$ cat config.mk
export PLATFORM = sky130hd
export DESIGN_NAME = mc_control_fsm
export DESIGN_NICKNAME = d
export VERILOG_FILES = /design/src/rtl/mc_control_fsm.sv
export SDC_FILE = /design/constraint.sdc
export NUM_CORES = 1
export LEC_CHECK = 0
export BUFFER_PORTS_ARGS = -buffer_cell sky130_fd_sc_hd__buf_2
export CELL_PAD_IN_SITES_DETAIL_PLACEMENT = 2
export CELL_PAD_IN_SITES_GLOBAL_PLACEMENT = 2
export CORE_UTILIZATION = 26
export DETAILED_ROUTE_END_ITERATION = 6
export PLACE_DENSITY = 0.88
export SYNTH_ARGS = -nofsm -noshare
export SYNTH_HDL_FRONTEND = slang
export SYNTH_SLANG_ARGS = --single-unit
$ cat constraint.sdc
create_clock -name clk -period 2.14 [get_ports clk]
set_clock_uncertainty 0.2 [all_clocks]
set_input_delay 0.321 -clock clk [delete_from_list [all_inputs] [get_ports clk]]
set_output_delay 0.321 -clock clk [all_outputs]
set_load 0.02 [all_outputs]
$ cat src/rtl/mc_control_fsm.sv
`default_nettype none
// ============================================================================
// Module      : mc_control_fsm
// Description : Multi-cycle MIPS control unit. A Moore FSM steps one state per
//               datapath cycle, decoding op/funct from the instruction register
//               and driving the ALU control and the datapath selects/enables.
//               Memory-access states (FETCH, MEMRD, MEMWR) can be stretched by
//               MEM_WAIT extra cycles. Optional macro BNE_EN adds a bne state.
// Revision    : 1.0 - initial release
// ============================================================================
module mc_control_fsm #(
  parameter int MEM_WAIT = 0  // extra cycles per memory-access state, 0..15
) (
  input  logic       clk,
  input  logic       reset,
  input  logic [5:0] op,
  input  logic [5:0] funct,
  input  logic       zero,
  output logic [2:0] alucontrol,
  output logic       alusrca,
  output logic [1:0] alusrcb,
  output logic       lord,
  output logic       irwrite,
  output logic       memwrite,
  output logic       regdst,
  output logic       memtoreg,
  output logic       regwrite,
  output logic [1:0] pcsrc,
  output logic       pcen,
  output logic [3:0] state
);

  typedef enum logic [3:0] {
    S_FETCH    = 4'd0,
    S_DECODE   = 4'd1,
    S_MEMADR   = 4'd2,
    S_MEMRD    = 4'd3,
    S_MEMWB    = 4'd4,
    S_MEMWR    = 4'd5,
    S_EXECUTE  = 4'd6,
    S_ALUWB    = 4'd7,
    S_BRANCH   = 4'd8,
    S_ADDIEX   = 4'd9,
    S_ADDIWB   = 4'd10,
    S_JUMP     = 4'd11,
    S_BRANCHNE = 4'd12
  } state_t;

  localparam logic [5:0] C_OP_RTYPE = 6'b000000;
  localparam logic [5:0] C_OP_LW    = 6'b100011;
  localparam logic [5:0] C_OP_SW    = 6'b101011;
  localparam logic [5:0] C_OP_BEQ   = 6'b000100;
  localparam logic [5:0] C_OP_BNE   = 6'b000101;
  localparam logic [5:0] C_OP_ADDI  = 6'b001000;
  localparam logic [5:0] C_OP_J     = 6'b000010;

  localparam logic [2:0] C_ALU_ADD = 3'b010;
  localparam logic [2:0] C_ALU_SUB = 3'b110;
  localparam logic [2:0] C_ALU_AND = 3'b000;
  localparam logic [2:0] C_ALU_OR  = 3'b001;
  localparam logic [2:0] C_ALU_SLT = 3'b111;

  localparam logic [3:0] C_WAIT = 4'(MEM_WAIT);

  state_t     r_state;
  state_t     w_next;
  logic [3:0] r_cnt;
  logic       w_final;

  // Enables before reset gating; these must never fire while reset is held.
  logic       w_irwrite;
  logic       w_memwrite;
  logic       w_regwrite;
  logic       w_pcen;

  assign w_final = (r_cnt == C_WAIT);

  // State register and wait counter; the counter restarts on every state change.
  always_ff @(posedge clk or negedge reset) begin
    if (!reset) begin
      r_state <= S_FETCH;
      r_cnt   <= 4'd0;
    end else begin
      r_state <= w_next;
      if (w_next != r_state) r_cnt <= 4'd0;
      else                   r_cnt <= r_cnt + 4'd1;
    end
  end

  // Next-state and Moore output decode; pcen also follows zero in branch states.
  always_comb begin
    w_next     = S_FETCH;
    alucontrol = 3'b000;
    alusrca    = 1'b0;
    alusrcb    = 2'b00;
    lord       = 1'b0;
    w_irwrite  = 1'b0;
    w_memwrite = 1'b0;
    regdst     = 1'b0;
    memtoreg   = 1'b0;
    w_regwrite = 1'b0;
    pcsrc      = 2'b00;
    w_pcen     = 1'b0;

    case (r_state)
      S_FETCH: begin
        alusrcb    = 2'b01;
        alucontrol = C_ALU_ADD;
        if (w_final) begin
          w_irwrite = 1'b1;
          w_pcen    = 1'b1;
          w_next    = S_DECODE;
        end else begin
          w_next    = S_FETCH;
        end
      end
      S_DECODE: begin
        alusrcb    = 2'b11;
        alucontrol = C_ALU_ADD;
        case (op)
          C_OP_LW, C_OP_SW: w_next = S_MEMADR;
          C_OP_RTYPE:       w_next = S_EXECUTE;
          C_OP_BEQ:         w_next = S_BRANCH;
          C_OP_ADDI:        w_next = S_ADDIEX;
          C_OP_J:           w_next = S_JUMP;
`ifdef BNE_EN
          C_OP_BNE:         w_next = S_BRANCHNE;
`endif
          default:          w_next = S_FETCH;
        endcase
      end
      S_MEMADR: begin
        alusrca    = 1'b1;
        alusrcb    = 2'b10;
        alucontrol = C_ALU_ADD;
        w_next     = (op == C_OP_SW) ? S_MEMWR : S_MEMRD;
      end
      S_MEMRD: begin
        lord   = 1'b1;
        w_next = w_final ? S_MEMWB : S_MEMRD;
      end
      S_MEMWB: begin
        memtoreg   = 1'b1;
        w_regwrite = 1'b1;
      end
      S_MEMWR: begin
        lord       = 1'b1;
        w_memwrite = w_final;
        w_next     = w_final ? S_FETCH : S_MEMWR;
      end
      S_EXECUTE: begin
        alusrca = 1'b1;
        w_next  = S_ALUWB;
        case (funct)
          6'b100000: alucontrol = C_ALU_ADD;
          6'b100010: alucontrol = C_ALU_SUB;
          6'b100100: alucontrol = C_ALU_AND;
          6'b100101: alucontrol = C_ALU_OR;
          6'b101010: alucontrol = C_ALU_SLT;
          default: begin
            // Unsupported funct retires as a nop: no writeback.
            alucontrol = C_ALU_ADD;
            w_next     = S_FETCH;
          end
        endcase
      end
      S_ALUWB: begin
        regdst     = 1'b1;
        w_regwrite = 1'b1;
      end
      S_BRANCH: begin
        alusrca    = 1'b1;
        alucontrol = C_ALU_SUB;
        pcsrc      = 2'b01;
        w_pcen     = zero;
      end
      S_ADDIEX: begin
        alusrca    = 1'b1;
        alusrcb    = 2'b10;
        alucontrol = C_ALU_ADD;
        w_next     = S_ADDIWB;
      end
      S_ADDIWB: begin
        w_regwrite = 1'b1;
      end
      S_JUMP: begin
        pcsrc  = 2'b10;
        w_pcen = 1'b1;
      end
`ifdef BNE_EN
      S_BRANCHNE: begin
        alusrca    = 1'b1;
        alucontrol = C_ALU_SUB;
        pcsrc      = 2'b01;
        w_pcen     = ~zero;
      end
`endif
      default: begin
        // Unused encodings: all outputs idle, recover to FETCH.
        w_next = S_FETCH;
      end
    endcase
  end

  assign irwrite  = w_irwrite  & reset;
  assign memwrite = w_memwrite & reset;
  assign regwrite = w_regwrite & reset;
  assign pcen     = w_pcen     & reset;
  assign state    = r_state;

endmodule
`default_nettype wire

## Yosys cells after proc, flatten, opt, wreduce, memory -nomap -nowiden

Cells that the tools add are included.

- Output and inout bits: 19
- Register bits: 8
- Bits of input ports: 15
- Word-level logic and storage cells: 60

- Add/sub/neg operators: 1
- Eq/ne operators: 22
- Bitwise logic cells: 4
- Reductions and logical operators: 10
- Multiplexer cells: 21

Operator list:

| kind | count |
|---|---|
| == test 6 bit, second input constant | 7 |
| one-hot mux 4 bit (7 select lines) | 1 |
| one-hot mux 4 bit (5 select lines) | 1 |
| == test 4 x 3 -> 1 bit, second input constant | 4 |
| == test 4 bit, second input constant | 4 |
| two-way mux 3 bit | 4 |
| one-hot mux 3 bit (4 select lines) | 1 |
| two-way mux 1 bit | 9 |
| one-hot mux 3 bit (3 select lines) | 1 |
| == test 4 x 2 -> 1 bit, second input constant | 2 |
| zero test 4 bit | 2 |
| OR reduction 4 bit | 2 |
| == test 6 x 2 -> 1 bit, second input constant | 1 |
| == test 6 x 3 -> 1 bit, second input constant | 1 |
| == test 6 x 4 -> 1 bit, second input constant | 1 |
| zero test 6 bit | 1 |
| one-hot mux 2 bit (3 select lines) | 1 |
| OR reduction 2 bit | 3 |
| OR reduction 5 bit | 1 |
| adder 4 x 1 -> 4 bit, second input constant | 1 |
| AND 1 bit | 4 |
| == test 4 x 1 -> 1 bit, second input constant | 1 |
| two-way mux 4 bit | 1 |
| != test 4 bit | 1 |
| 3 further kinds | 3 |

## Depth between registers and ports, before layout

- Depth after elaboration: 6
- Gate-level depth with buffers: 7
- Mapped depth without buffers: 7

## Worst setup path before layout

No wires, ideal clock.

- Path type: register -> output
- From: register r_state[2] (netlist: state[2])
- To: output port alucontrol[2]
- Setup slack: -0.082 ns
- Arrival: 1.701 ns
- Buffers on the path: 1
- Cell stages (with the launch flop): 5
- Cell sequence: dfrtp_1 -> buf_2 -> nand2b_1 -> nor3_1 -> o21bai_1

- Cells in the longest elaborated chain, start to end: 3

RTL lines:

| item | line | RTL |
|---|---|---|
| from (decl) | 65 | `state_t r_state;` |
| from (signal assigned) | 84 | `r_state <= w_next;` |
| == test 4 x 1 -> 1 bit (tied with other cells) | 105 | `case (r_state)` |
| OR reduction 4 bit (no source line) | - |  |
| one-hot mux 3 bit (3 select lines) (*) | 105 |  |
| to (decl) | 19 | `output logic [2:0] alucontrol,` |

Mark *: on every way between the ends. The rest lies on a longest branch, timed or not.

## Final worst setup path

- From: register r_cnt[0]
- To: output port pcen

- Cells in the longest elaborated chain, start to end: 4

RTL lines:

| item | line | RTL |
|---|---|---|
| from (decl) | 67 | `logic [3:0] r_cnt;` |
| from (signal assigned) | 86 | `else r_cnt <= r_cnt + 4'd1;` |
| zero test 4 bit | 76 | `assign w_final = (r_cnt == C_WAIT);` |
| two-way mux 1 bit | 109 | `if (w_final) begin` |
| one-hot mux 1 bit (3 select lines) | 105 |  |
| AND 1 bit | 208 | `assign pcen = w_pcen & reset;` |
| to (decl) | 29 | `output logic pcen,` |

No other way between the ends.

==> out/metrics.csv <==
stage;metric;value;unit
synthesis;synth.most_common_cell;nor3_1;
die;die_w;59.2;um
synthesis;synthesis.area;852;sq um
die;initial_utilization;27.7;%
setup_path;r2r_slack;-0.01;ns
sta;fin_crit;2.24;ns
final_layout;fin_nets;176;
synthesis;synth_seq_cells;8;
power_and_ir_drop;power_frac_clock;8.0;%
route;drtIter0Drc;32;
clock_tree;clk_pin_slew;0.06;ns
placement;placedCellCount;188;
placement;portBuffers;33;
power_and_ir_drop;p_int;0.761;mW
grt;track_usage;21.1;%
power_and_ir_drop;swShare;51.1;%
die;boundaryPins;34;
clock_tree;clkLatencyLatePin;0.27;ns
clock_tree;cts_tree;done;
grt;grt_pass1_wl;5.36;mm
synthesis;synth_flop_cell;dfrtp_1;
setup_path;timing.rr.end;r_cnt[3];
setup_path;crit_start;r_cnt[0];
power_and_ir_drop;leakagePower;0.641;nW
final_layout;stdcell_area;1360;sq um
final_layout;drive_gt1_share;52.2;%
route;drt_wl_total;4.03;mm
synthesis;netlist_top_cells_area;dfrtp_1 23%, nor3_1 7.6%, nor2_1 5.3%, xor2_1 4.1%, nand2b_1 3.7%;
grt;grt_max_degree;16;
route;wl_per_cell;20.0;um
sta;setup_ws;-0.100;ns
route;drt.antenna.violating_nets;0;
power_and_ir_drop;power_frac_comb;76.9;%
synthesis;synth_area_per_cell;7.96;sq um
setup_path;path_max_fanout;2;
synthesis;synth_top_area_share;23.5;%
power_and_ir_drop;seq_power_share;15.1;%
grt;grt-ovfl-total;0;
clock_tree;clockRootBuffer;clkbuf_4;
clock_tree;cts_sinks;8;
die;core_area;3080;sq um
setup_path;end_kind;primary output;
setup_path;crit_type;flip-flop to primary output;
route;via_per_inst;5.45;
sta;slew_headroom;71.1;%
sta;fin_crit_sh;105;%
die;dieArea;3510;sq um
route;drcViolationCount;0;
die;die_h;59.2;um
job;maxCapViolations;0;
sta;rsz0062_at_grt;true;
setup_path;rr_startpoint;state[3];
placement;place_area;1130;sq um
status;violations;setup timing;
sta;fmax;0.446;GHz
synthesis;yosysTopAreaCell;dfrtp_1;
synthesis;synthTopCellsByCount;13 x nor3_1, 12 x nor2_1, 8 x dfrtp_1;
route;drt_first_pass_iters;4;
status;status;finished with violations;
placement;gp_congestion;0.819;
placement;place_ws;-0.0111;ns
power_and_ir_drop;power_density;1140;nW/um^2
final_layout;fin_cells;201;
setup_path;cp-start-kind;flip-flop;
route;vias;1095;
sta;finalHoldViolCount;0;
worst_hold_path;min_path_cells;4;
final_layout;final_util;44.3;%
grt;grt_pass1_vias;1114;
synthesis;synth_cell_type_count;47;
sta;hold_ws;0.333;ns
final_layout;areaGrowthSynthToFinish;59.9;%
sta;tightest_slew;0.433;ns
synthesis;async_flop_share;100;%
clock_tree;cts_max_level;1;
worst_hold_path;worst_hold_path_type;input port to flip-flop;
setup_path;endpoint;pcen;
clock_tree;cts_buffers;3;
synthesis;yosysSeqAreaShare;23.5;%
power_and_ir_drop;p_sw;0.794;mW
synthesis;ys_warn_count;0;
final_layout;diodes;0;
die;num_rows;20;
synthesis;synthCells;107;
setup_path;cp.arrival;1.72;ns
grt;antenna_found_initial;0;
clock_tree;clockBufferDepth;2;
setup_path;cp.required;1.62;ns
sta;finalSetupViolCount;2;
synthesis;synth_edf_count;0;
synthesis;syn_nets;124;
power_and_ir_drop;vdd_ir_drop_max;503;uV
placement;dp_hpwl;2.50;mm
sta;drv_slew;0;
setup_path;ff2ff_path_depth;6;
## per-stage QoR
| stage | TNS [ns] | power [mW] |
|---|---|---|
| 6_report | -0.107 | 1.56 |
| 5_1_grt | -0.509 | 1.65 |
| 2_1_floorplan | 0 | 0.814 |
| 3_3_place_gp | 0 | 1.09 |
| 3_5_place_dp | -0.0343 | 1.14 |
| 4_1_cts | -0.246 | 1.39 |
## power by group through the flow
stage	sequential, mW	combinational, mW	clock [mW]
finish	0.235	1.20	0.124
global route	0.239	1.27	0.135
CTS	0.232	1.03	0.122
detailed placement	0.233	0.905	0
global placement	0.228	0.866	0
floorplan	0.250	0.564	0
## per-layer routing
metal / vias to the layer above / part of all wire [%] / track usage, %
met2: 29 / 55 / 40.4
li1: 502 / - / -
met4: 0 / 1.4 / 7.48
met1: 556 / 41 / 22.1
met5: - / 0 / 0
met3: 8 / 2.6 / 4.59
## cell type report
class                      count  area (sq um)
clock buffer                   3          22.5
timing repair buffer          53           342
fill                         362          1720
tap                           44          55.1
inverter                       5          18.8
sequential                     8           204
multi-input combinational     88           721
## critical path, cell delays in order, from the launching register on
cell	delay [ns]
dfrtp_1	0.39
inv_2	0.08
ha_4	0.12
nor3b_4	0.19
mux2i_1	0.10
nor3_1	0.17
a31oi_1	0.08
nor3b_2	0.17
buf_4	0.16
## cells in the final DEF (no fill, tap or decap), drive strengths merged, types with 2 or more instances in the layout
cell type / n
or2: 2
and3: 2
dfrtp: 8
inv: 5
nor2: 12
or3: 2
nor3: 13
nand3: 2
xor2: 4
o22ai: 2
o21a: 2
nand4: 2
nor4: 2
nor3b: 3
mux2i: 2
o21ba: 2
nand2b: 6
clkbuf: 3
a32oi: 2
nand2: 3
buf: 52
a31oi: 3
ha: 2
o21ai: 4
## how the worst min path moves through the flow
stage | startpoint | endpoint | slack, ns
after floorplan | reset | r_cnt[0] | -0.17
after global placement | reset | r_cnt[2] | -0.008
after detailed placement | reset | r_cnt[2] | -0.003
after CTS | op[5] | state[2] | 0.32
after global routing | op[5] | state[2] | 0.35
final | op[5] | state[2] | 0.33
## registers in the layout, summed over array words and instances (netlist names)
signal	flops
state	4
r_cnt	4
## cell families (layout without fill, tap and decap cells)
kind of cell	after synthesis	count (layout)	synth area share, %
adders and majority gates	2	2	2.94
DFF	8	8	23.5
and+or+nand+nor	53	53	35.5
xor gates and xnor gates	5	5	5.14
AOI/OAI and AO/OA	25	25	23.9
muxes	3	3	3.67
buffers and inverters	11	61	5.29
## repair_timing
item,CTS,global route
setup buffers,4,6
pin swaps,2,3
hold endpoints to repair,8,0
setup endpoints to repair,10,11
gates resized for setup,16,19
cloned,0,0
hold buffers,1,0
(Power assumes the default switching activity.)
